### config.mk
export PLATFORM = sky130hd
export DESIGN_NAME = dual_lane_serializer
export DESIGN_NICKNAME = d
export VERILOG_FILES = /design/src/rtl/dual_lane_serializer_pkg.sv /design/src/rtl/serializer_lane.sv /design/src/rtl/dual_lane_serializer.sv
export SDC_FILE = /design/constraint.sdc
export NUM_CORES = 1
export LEC_CHECK = 0
export ABC_AREA = 1
export CELL_PAD_IN_SITES_DETAIL_PLACEMENT = 1
export CELL_PAD_IN_SITES_GLOBAL_PLACEMENT = 2
export CORE_ASPECT_RATIO = 1.1
export CORE_MARGIN = 2
export CORE_UTILIZATION = 35
export DETAILED_ROUTE_END_ITERATION = 8
export GPL_TIMING_DRIVEN = 0
export PLACE_DENSITY_LB_ADDON = 0.1
export SYNTH_ARGS = -nofsm -noshare
export SYNTH_HDL_FRONTEND = slang
export SYNTH_HIERARCHICAL = 1
export SYNTH_SLANG_ARGS = --single-unit
### constraint.sdc
create_clock -name clk -period 2.4 [get_ports clk]
set_input_delay 0.72 -clock clk [delete_from_list [all_inputs] [get_ports clk]]
set_output_delay 0.72 -clock clk [all_outputs]
set_load 0.02 [all_outputs]
### src/rtl/dual_lane_serializer_pkg.sv
// Shared defaults, FSM encoding and frame-length derivation for the dual-lane serializer.
// Optional feature macro: SERIALIZER_PARITY_EN (appends an even-parity bit to every frame).
package dual_lane_serializer_pkg;

    localparam int unsigned DataSizeDef   = 8;
    localparam logic [7:0]  IdleSymDef    = 8'hBC;
    localparam int unsigned SyncFramesDef = 4;

    localparam logic [1:0] StRst   = 2'd0;
    localparam logic [1:0] StTrain = 2'd1;
    localparam logic [1:0] StRun   = 2'd2;

    function automatic int unsigned frame_len(input int unsigned data_size);
`ifdef SERIALIZER_PARITY_EN
        return data_size + 1;
`else
        return data_size;
`endif
    endfunction

endpackage

### src/rtl/serializer_lane.sv
// One serializer lane: training FSM, bit/frame counters, shift register and handshake.
// Optional feature macro: SERIALIZER_PARITY_EN (frame = symbol followed by even parity).
module serializer_lane
    import dual_lane_serializer_pkg::*;
#(
    parameter int unsigned         DataSize   = DataSizeDef,
    parameter logic [DataSize-1:0] IdleSym    = IdleSymDef,
    parameter int unsigned         SyncFrames = SyncFramesDef
) (
    input  logic                clk_i,
    input  logic                rst_ni,
    input  logic [DataSize-1:0] data_i,
    input  logic                valid_i,
    output logic                ready_o,
    output logic                ser_o,
    output logic                sync_o
);

    localparam int unsigned    FrameLen  = frame_len(DataSize);
    localparam int unsigned    CntW      = (FrameLen > 1) ? $clog2(FrameLen) : 1;
    localparam int unsigned    FrmW      = $clog2(SyncFrames + 1);
    localparam logic [CntW-1:0] LastBit   = CntW'(FrameLen - 1);
    localparam logic [FrmW-1:0] LastTrain = FrmW'(SyncFrames - 1);

    logic [1:0]          state_q, state_d;
    logic [CntW-1:0]     cnt_q, cnt_d;
    logic [FrmW-1:0]     frm_q, frm_d;
    logic [FrameLen-1:0] shreg_q, shreg_d;
    logic                ready_q, ready_d;
    logic                sync_q, sync_d;

    function automatic logic [FrameLen-1:0] build_frame(input logic [DataSize-1:0] sym);
`ifdef SERIALIZER_PARITY_EN
        return {sym, ^sym};
`else
        return sym;
`endif
    endfunction

    always_comb begin
        state_d = state_q;
        cnt_d   = cnt_q;
        frm_d   = frm_q;
        shreg_d = shreg_q;
        case (state_q)
            StRst: begin
                state_d = StTrain;
                cnt_d   = '0;
                frm_d   = '0;
                shreg_d = build_frame(IdleSym);
            end
            default: begin
                if (cnt_q == LastBit) begin
                    cnt_d = '0;
                    // ready_q is only ever high when this wrap may take a user byte
                    shreg_d = build_frame((valid_i && ready_q) ? data_i : IdleSym);
                    if (state_q == StTrain) begin
                        if (frm_q == LastTrain) begin
                            state_d = StRun;
                        end else begin
                            frm_d = frm_q + 1'b1;
                        end
                    end
                end else begin
                    cnt_d   = cnt_q + 1'b1;
                    shreg_d = shreg_q << 1;
                end
            end
        endcase

        ready_d = (cnt_d == LastBit) &&
                  ((state_d == StRun) || ((state_d == StTrain) && (frm_d == LastTrain)));
        sync_d  = (state_d == StRun);
    end

    always_ff @(posedge clk_i or negedge rst_ni) begin
        if (!rst_ni) begin
            state_q <= StRst;
            cnt_q   <= '0;
            frm_q   <= '0;
            shreg_q <= '0;
            ready_q <= 1'b0;
            sync_q  <= 1'b0;
        end else begin
            state_q <= state_d;
            cnt_q   <= cnt_d;
            frm_q   <= frm_d;
            shreg_q <= shreg_d;
            ready_q <= ready_d;
            sync_q  <= sync_d;
        end
    end

    assign ser_o   = shreg_q[FrameLen-1];
    assign ready_o = ready_q;
    assign sync_o  = sync_q;

endmodule

### src/rtl/dual_lane_serializer.sv
// Two independent byte-to-serial lanes sharing one clock, MSB first, idle-symbol fill.
// Optional feature macro: SERIALIZER_PARITY_EN (even-parity bit appended to each frame).
module dual_lane_serializer
    import dual_lane_serializer_pkg::*;
#(
    parameter int unsigned          DATA_SIZE   = DataSizeDef,
    parameter logic [DATA_SIZE-1:0] IDLE_SYM    = IdleSymDef,
    parameter int unsigned          SYNC_FRAMES = SyncFramesDef
) (
    input  logic                 clk,
    input  logic                 reset,
    input  logic [DATA_SIZE-1:0] in0,
    input  logic                 valid0,
    input  logic [DATA_SIZE-1:0] in1,
    input  logic                 valid1,
    output logic                 ready0,
    output logic                 ready1,
    output logic                 out0,
    output logic                 out1,
    output logic                 sync0,
    output logic                 sync1
);

    serializer_lane #(
        .DataSize  (DATA_SIZE),
        .IdleSym   (IDLE_SYM),
        .SyncFrames(SYNC_FRAMES)
    ) u_lane0 (
        .clk_i  (clk),
        .rst_ni (reset),
        .data_i (in0),
        .valid_i(valid0),
        .ready_o(ready0),
        .ser_o  (out0),
        .sync_o (sync0)
    );

    serializer_lane #(
        .DataSize  (DATA_SIZE),
        .IdleSym   (IDLE_SYM),
        .SyncFrames(SYNC_FRAMES)
    ) u_lane1 (
        .clk_i  (clk),
        .rst_ni (reset),
        .data_i (in1),
        .valid_i(valid1),
        .ready_o(ready1),
        .ser_o  (out1),
        .sync_o (sync1)
    );

endmodule

==> results.md, run 1 <==
* Leak at 0.969 nW
* Post-route minimum period at 2.04 ns
* CP max stage cell: clkdlybuf4s50_1
* Adder-Cell Fraction of Synth Area at 0.0457
* Status: finished clean
* CP cell instances: clkdlybuf4s50_1
* Cell family with most CP delay: buffers and inverters
* Post-synthesis net count at 202
* Mapped Cells at 176
* Ports at 26
* Design area at 2040 sq um
* F_max at 0.491 GHz
* Final Skew at 0.00656 ns
* Max-slew headroom at 0.464
* CTS tree: yes
* Kind of critical path: register to output port
* Number of diodes at 0
* Critical Path Source Type: register
* Die X at 69.3 um
* Final #Nets at 234
* Critical path fanouts, max at 4
* Root Driver: clkbuf_8
* Final period util at 0.849
* DP Cell Count at 257
* P&R area growth vs syn at 24.5%
* Distinct cells, synth at 21
* Placed Area at 1960 sq um
* Hold crit path type: register to register
* Initial DRC count at 50
* Clock Path Buffers at 2
* First-pass GRT wire length at 6130 um
* Post-Route WL at 3460 um
* PortBufs at 25
* VDD IR max at 242 uV
* Post-Synth Simple-Gate Area at 0.233
* Die Y at 75.8 um
* Reg clk slew, reported paths at 0.08 ns
* Mux cell area share after synthesis at 0
* Detail Placement HPWL at 2610 um
* Avg Cell Area, Syn at 9.33 sq um
* Final Hold Viols at 0
* Register area share after synthesis at 0.549
* Mapped Area at 1640 sq um
* Setup TNS at 0 ns
* RSZ-0062 raised after global routing: false
* Clk_lat worst skew at 0.28 ns
* Power density cells at 542 nW/um^2
* Pre-Repair DR Iteration Count at 4
* Grt ovf at 0
* Cts hold-fix bufs at 0
* Post-Layout Cell Count at 265
* Total CTS buffers at 5
* Core area at 4590 sq um
* Routed len/inst at 13.0 um
* XOR/XNOR Fraction of Synth Area at 0
* Initial Util at 0.358
* Initial antenna violation count at 0
* Tot GR Track Use at 0.149
* Antenna-violating nets left at 0
* Setup repair bufs after CTS at 0
* Remaining DRCs at 0
* Max_cap viols at 0
* Synth Area in Compound Gates at 0.0747
* Sink Count at 36
* Synth Warn # at 6
* H-tree depth at 2
* Via count at 1267
* Crit-path max cell delay at 0.63 ns
* Row count at 26
* Number of synthesized register bits at 36
* CP Buf/Inv Count at 1
* Crit path capture type: output port
* DIE AREA at 5260 sq um
* Via density at 4.78
* CP required at 1.68 ns
* Largest net degree at the start of global routing at 37
* Vias in the first global route at 1318
* Largest family of logic cells by synthesized area: simple AND/OR/NAND/NOR gates
* Final GP Congestion at 0.746
* Fraction of layout cells with a size suffix above 1 at 0.167
* Pins Over Slew Limit at 0
* Final setup viols at 0
* Critical Path AT at 1.32 ns
* Resize count post-CTS at 0
* Least-Margin Pin Slew at 0.803 ns
worst register-to-register path, stage by stage, from the launching register on:
cell     delay, ns
dfrtp_1       0.36
ha_1          0.15
ha_1          0.13
buf_2         0.19
buf_4         0.20
nand3_1       0.22
o22ai_1       0.18
nand2_1       0.08
cell families (layout without fill, tap and decap cells):
family	count (synthesis)	count (layout)
buffers and inverters	36	69
adder cells (fa/ha/maj)	6	6
AND/OR/NAND/NOR	80	80
AO/OA/AOI/OAI	18	18
flip-flops	36	36
placed cells by master, fill, tap and decap left out:
master / synthesis / routed
nand2_1: 32 / 32
o22ai_1: 10 / 10
clkinv_1: 2 / 2
nor2_2: 6 / 6
nor2_1: 18 / 18
a21oi_2: 2 / 2
buf_6: 2 / 2
inv_2: 4 / 4
nand3_2: 4 / 4
nand2_2: 2 / 2
clkinv_4: 0 / 1
ha_1: 6 / 6
dfrtp_1: 36 / 36
nand4_1: 2 / 2
nand3_1: 12 / 12
clkbuf_8: 0 / 5
o211ai_1: 4 / 4
nor2_4: 2 / 2
clkinv_2: 0 / 2
buf_2: 2 / 3
nor3_1: 2 / 2
a31oi_1: 2 / 2
inv_1: 24 / 24
buf_4: 2 / 2
clkdlybuf4s50_1: 0 / 24
sequential cells by signal, indices dropped and copies added (netlist names):
| signal | count |
|---|---|
| u_lane1/state_q | 2 |
| u_lane0/state_q | 2 |
| u_lane1/frm_q | 3 |
| u_lane1/sync_o | 1 |
| u_lane0/sync_o | 1 |
| u_lane0/ready_o | 1 |
| u_lane0/frm_q | 3 |
| u_lane1/shreg_q | 8 |
| u_lane1/ready_o | 1 |
| u_lane1/cnt_q | 3 |
| u_lane0/cnt_q | 3 |
| u_lane0/shreg_q | 8 |
power breakdown:
group / internal [W] / switching, W
clock network: 0.000202 / 0.000221
registers: 0.000619 / 0.00000383
logic: 0.0000367 / 0.0000258
worst paths after layout:
kind                                       startpoint                            to  slack, ns  depth (start not counted)
setup / recovery            u_lane1/ready_o$_DFF_PN0_                        ready1       0.36                          1
setup reg to reg           u_lane0/cnt_q[0]$_DFF_PN0_  u_lane0/shreg_q[2]$_DFF_PN0_       0.79                          7
min in group asynchronous                       reset    u_lane0/frm_q[2]$_DFF_PN0_       0.51                          1
hold / removal             u_lane1/cnt_q[0]$_DFF_PN0_    u_lane1/cnt_q[0]$_DFF_PN0_       0.46                          1
hold reg to reg            u_lane1/cnt_q[0]$_DFF_PN0_    u_lane1/cnt_q[0]$_DFF_PN0_       0.46                          1
max in group asynchronous                       reset    u_lane1/cnt_q[0]$_DFF_PN0_       1.37                          1
cell type report:
type / instances / area (sq um)
tap: 56 / 70.1
clock buffer: 5 / 68.8
buffer: 6 / 47.5
clock inverter: 3 / 18.8
sequential: 36 / 901
inverter: 30 / 113
timing repair buffer: 25 / 245
multi-input combinational: 104 / 581
fill: 545 / 2540
cell usage after synthesis:
cell type / number / area (sq um)
a21oi_2: 2 / 17.5
a31oi_1: 2 / 12.5
buf_2: 2 / 10.0
buf_4: 2 / 15.0
buf_6: 2 / 22.5
clkinv_1: 2 / 7.51
dfrtp_1: 36 / 901
ha_1: 6 / 75.1
inv_1: 24 / 90.1
inv_2: 4 / 15.0
nand2_1: 32 / 120
nand2_2: 2 / 12.5
nand3_1: 12 / 60.1
nand3_2: 4 / 40.0
nand4_1: 2 / 12.5
nor2_1: 18 / 67.6
nor2_2: 6 / 37.5
nor2_4: 2 / 22.5
nor3_1: 2 / 10.0
o211ai_1: 4 / 30.0
o22ai_1: 10 / 62.6
per-layer routing:
metal,vias up,global-route usage,wire length [um]
li1,622,-,-
met1,621,0.168,1430
met2,19,0.277,1870
met3,5,0.0423,112
met4,0,0.0523,48
met5,-,0,0
per-stage QoR:
step	worst slack, ns	utilization	hold WS, ns	power (W)
after global routing	0.305	0.446	0.490	0.00116
after CTS	0.336	0.446	0.465	0.00113
after detailed placement	0.543	0.427	0.453	0.000700
final	0.362	0.446	0.460	0.00111
after global placement	-0.221	0.428	0.441	0.000698
after floorplan	1.03	-	0.424	0.000649
Power figures use the tool's default switching activity.
==> run 2: changes to the inputs <==
CORE_UTILIZATION = 32   (was 35)
clock period = 2 ns   (was 2.4 ns; I/O delays follow)
==> run 2 against run 1 <==
  * Total power increased by 22%
  * Clock skew decreased by 0.0041 ns
  * Sequential share of layout area decreased by 0.11 points
  * Setup slack got worse by 0.27 ns
  * Core utilization decreased by 3.3 points
  * Non-clock buffer count unchanged
  * Via count decreased by 0.95%
  * Register-to-register slack got worse by 0.45 ns
  * Cell area increased by 0.25%
  * Critical path type unchanged
  * Critical endpoint unchanged
==> results.md, run 2 (synthesis gave the netlist of run 1 again) <==
* Status: finished clean
* Final Hold Viols at 0 (unchanged)
* Commonest non-fill, non-tap cells in the layout: dfrtp_1 (36), nand2_1 (32), clkdlybuf4s50_1 (24), inv_1 (24), nor2_1 (18)
* Busiest grt layer: met2
* Final setup viols at 0 (unchanged)
* Critical Path Source Type: register
* Total CTS buffers at 5 (unchanged)
* Number of diodes at 0 (unchanged)
* Critical Path AT at 1.31 ns (about the same)
* Clock share of power at 0.392 (+0.011)
* Cell family with most CP delay: buffers and inverters
* Core area at 4970 sq um (+8.3%)
* Pins Over Slew Limit at 0 (unchanged)
* Leak at 0.966 nW (-0.25%)
* Resize count post-CTS at 0 (unchanged)
* Pre-Repair DR Iteration Count at 4 (unchanged)
* Largest net degree at the start of global routing at 37 (unchanged)
* Setup repair bufs after CTS at 0 (unchanged)
* Most common cell after layout, fill and taps aside: dfrtp_1
* Critical path fanouts, max at 4 (unchanged)
* Final Skew at 0.00246 ns (-0.00410 ns)
* Max_cap viols at 0 (unchanged)
* Reg clk slew, reported paths at 0.07 ns (about the same)
* Die X at 72.3 um (+4.3%)
* Crit path capture type: output port
* Vias in the first global route at 1330 (+0.91%)
* CP cell instances: clkdlybuf4s50_1
* Filler cells at 585 (+7.3%)
* Least-Margin Pin Slew at 0.822 ns (+0.0186 ns)
* Row count at 27 (+3.8%)
* F_max at 0.523 GHz
* Antenna-violating nets left at 0 (unchanged)
* Tot GR Track Use at 0.142 (-0.00727)
* Final period util at 0.956
* CTS tree: yes
* Remaining DRCs at 0 (unchanged)
* Switching power at 0.000286 W (+14%)
* Die Y at 79.1 um (+4.3%)
* Pint at 0.00107 W (+25%)
* Routed len/inst at 13.5 um (+3.2%)
* Post-Route WL at 3590 um (+3.9%)
* Met1 Track Usage GR at 0.171 (+0.00333)
* H-tree depth at 2 (unchanged)
* Initial Util at 0.331 (-0.0273)
* Root Driver: clkbuf_8
* Detail Placement HPWL at 2700 um (+3.5%)
* CP Buf/Inv Count at 1 (unchanged)
* CP required at 1.40 ns (-0.28 ns)
* Via count at 1255 (-0.95%)
* DIE AREA at 5720 sq um (+8.8%)
* Power density cells at 661 nW/um^2 (+22%)
* Switch share at 0.211 (-0.0147)
* RSZ-0062 raised after global routing: false
* PortBufs at 25 (unchanged)
* Kind of critical path: register to output port
* P&R area growth vs syn at 24.8%
* Met2 usage at 0.239 (-0.0382)
* Met3 Use GR at 0.0381 (-0.00426)
* Final GP Congestion at 0.747 (+0.17%)
* Combinational share of power at 0.056 (about the same)
* Grt ovf at 0 (unchanged)
* Hold crit path type: input pin to asynchronous set/reset pin
* Post-Layout Cell Count at 267 (+0.75%)
* Initial DRC count at 38 (-24%)
* Crit-path max cell delay at 0.63 ns (about the same)
* VDD IR max at 330 uV (+36%)
* First-pass GRT wire length at 6150 um (+0.44%)
* Fraction of layout cells with a size suffix above 1 at 0.158 (-0.00957)
* Final #Nets at 234 (unchanged)
* Setup TNS at 0 ns (unchanged)
* Cts hold-fix bufs at 0 (unchanged)
* Post-route minimum period at 1.91 ns
* CP max stage cell: clkdlybuf4s50_1
* Ports at 26 (unchanged)
* Via density at 4.70 (-1.7%)
* Sequential share of power at 0.552 (-0.010)
* Sink Count at 36 (unchanged)
* Max-slew headroom at 0.452 (-0.0124)
* Clk_lat worst skew at 0.28 ns (about the same)
* Initial antenna violation count at 0 (unchanged)
* DP Cell Count at 259 (+0.78%)
* Clock Path Buffers at 2 (unchanged)
* Top Registers: u_lane0/shreg_q: 8 flops, u_lane1/shreg_q: 8 flops
[run 2: area by class of cell]
| class | count | area [sq um] | share of cell area |
|---|---|---|---|
| buffer | 6 | 47.5 | 0.0232 |
| tap | 58 | 72.6 | 0.0354 |
| multi-input combinational | 104 | 581 | 0.283 |
| timing repair buffer | 25 | 245 | 0.120 |
| sequential | 36 | 901 | 0.440 |
| clock buffer | 8 | 90.1 | 0.0440 |
| inverter | 30 | 113 | 0.0549 |
[run 2: worst paths after layout]
| check | end | slack, ns | startpoint | cells after the start |
|---|---|---|---|---|
| setup / recovery | ready1 | 0.09 | u_lane1/ready_o$_DFF_PN0_ | 1 |
| hold / removal | u_lane0/state_q[1]$_DFF_PN0_ | 0.41 | reset | 1 |
| setup reg to reg | u_lane1/shreg_q[2]$_DFF_PN0_ | 0.34 | u_lane1/cnt_q[0]$_DFF_PN0_ | 7 |
| hold reg to reg | u_lane1/cnt_q[0]$_DFF_PN0_ | 0.47 | u_lane1/cnt_q[0]$_DFF_PN0_ | 1 |
| max in group asynchronous | u_lane1/shreg_q[1]$_DFF_PN0_ | 1.07 | reset | 1 |
| min in group clk | u_lane1/cnt_q[0]$_DFF_PN0_ | 0.47 | u_lane1/cnt_q[0]$_DFF_PN0_ | 1 |
[run 2: power by group through the flow]
stage | combinational (W) | sequential [W] | clock [W]
2_1_floorplan | 0.0000148 | 0.000764 | 0
3_3_place_gp | 0.0000763 | 0.000762 | 0
3_5_place_dp | 0.0000774 | 0.000763 | 0
4_1_cts | 0.0000782 | 0.000748 | 0.000550
5_1_grt | 0.0000835 | 0.000749 | 0.000594
6_report | 0.0000755 | 0.000748 | 0.000531
[run 2: routing by layer]
metal | vias to the layer above | part of all wire
met1 | 610 | 0.43
met2 | 19 | 0.52
met4 | 0 | 0.016
met3 | 5 | 0.036
li1 | 621 | -
met5 | - | 0
[run 2: per-stage QoR]
stage	total power (W)	hold slack (ns)	setup slack, ns	util	cell area (sq um)
final	0.00135	0.410	0.0889	0.413	2050
after global placement	0.000838	0.440	-0.519	0.396	1960
after floorplan	0.000779	0.304	0.630	-	1640
after CTS	0.00138	0.439	0.0780	0.413	2050
after detailed placement	0.000840	0.463	0.232	0.395	1960
after global routing	0.00143	0.468	0.0356	0.413	2050
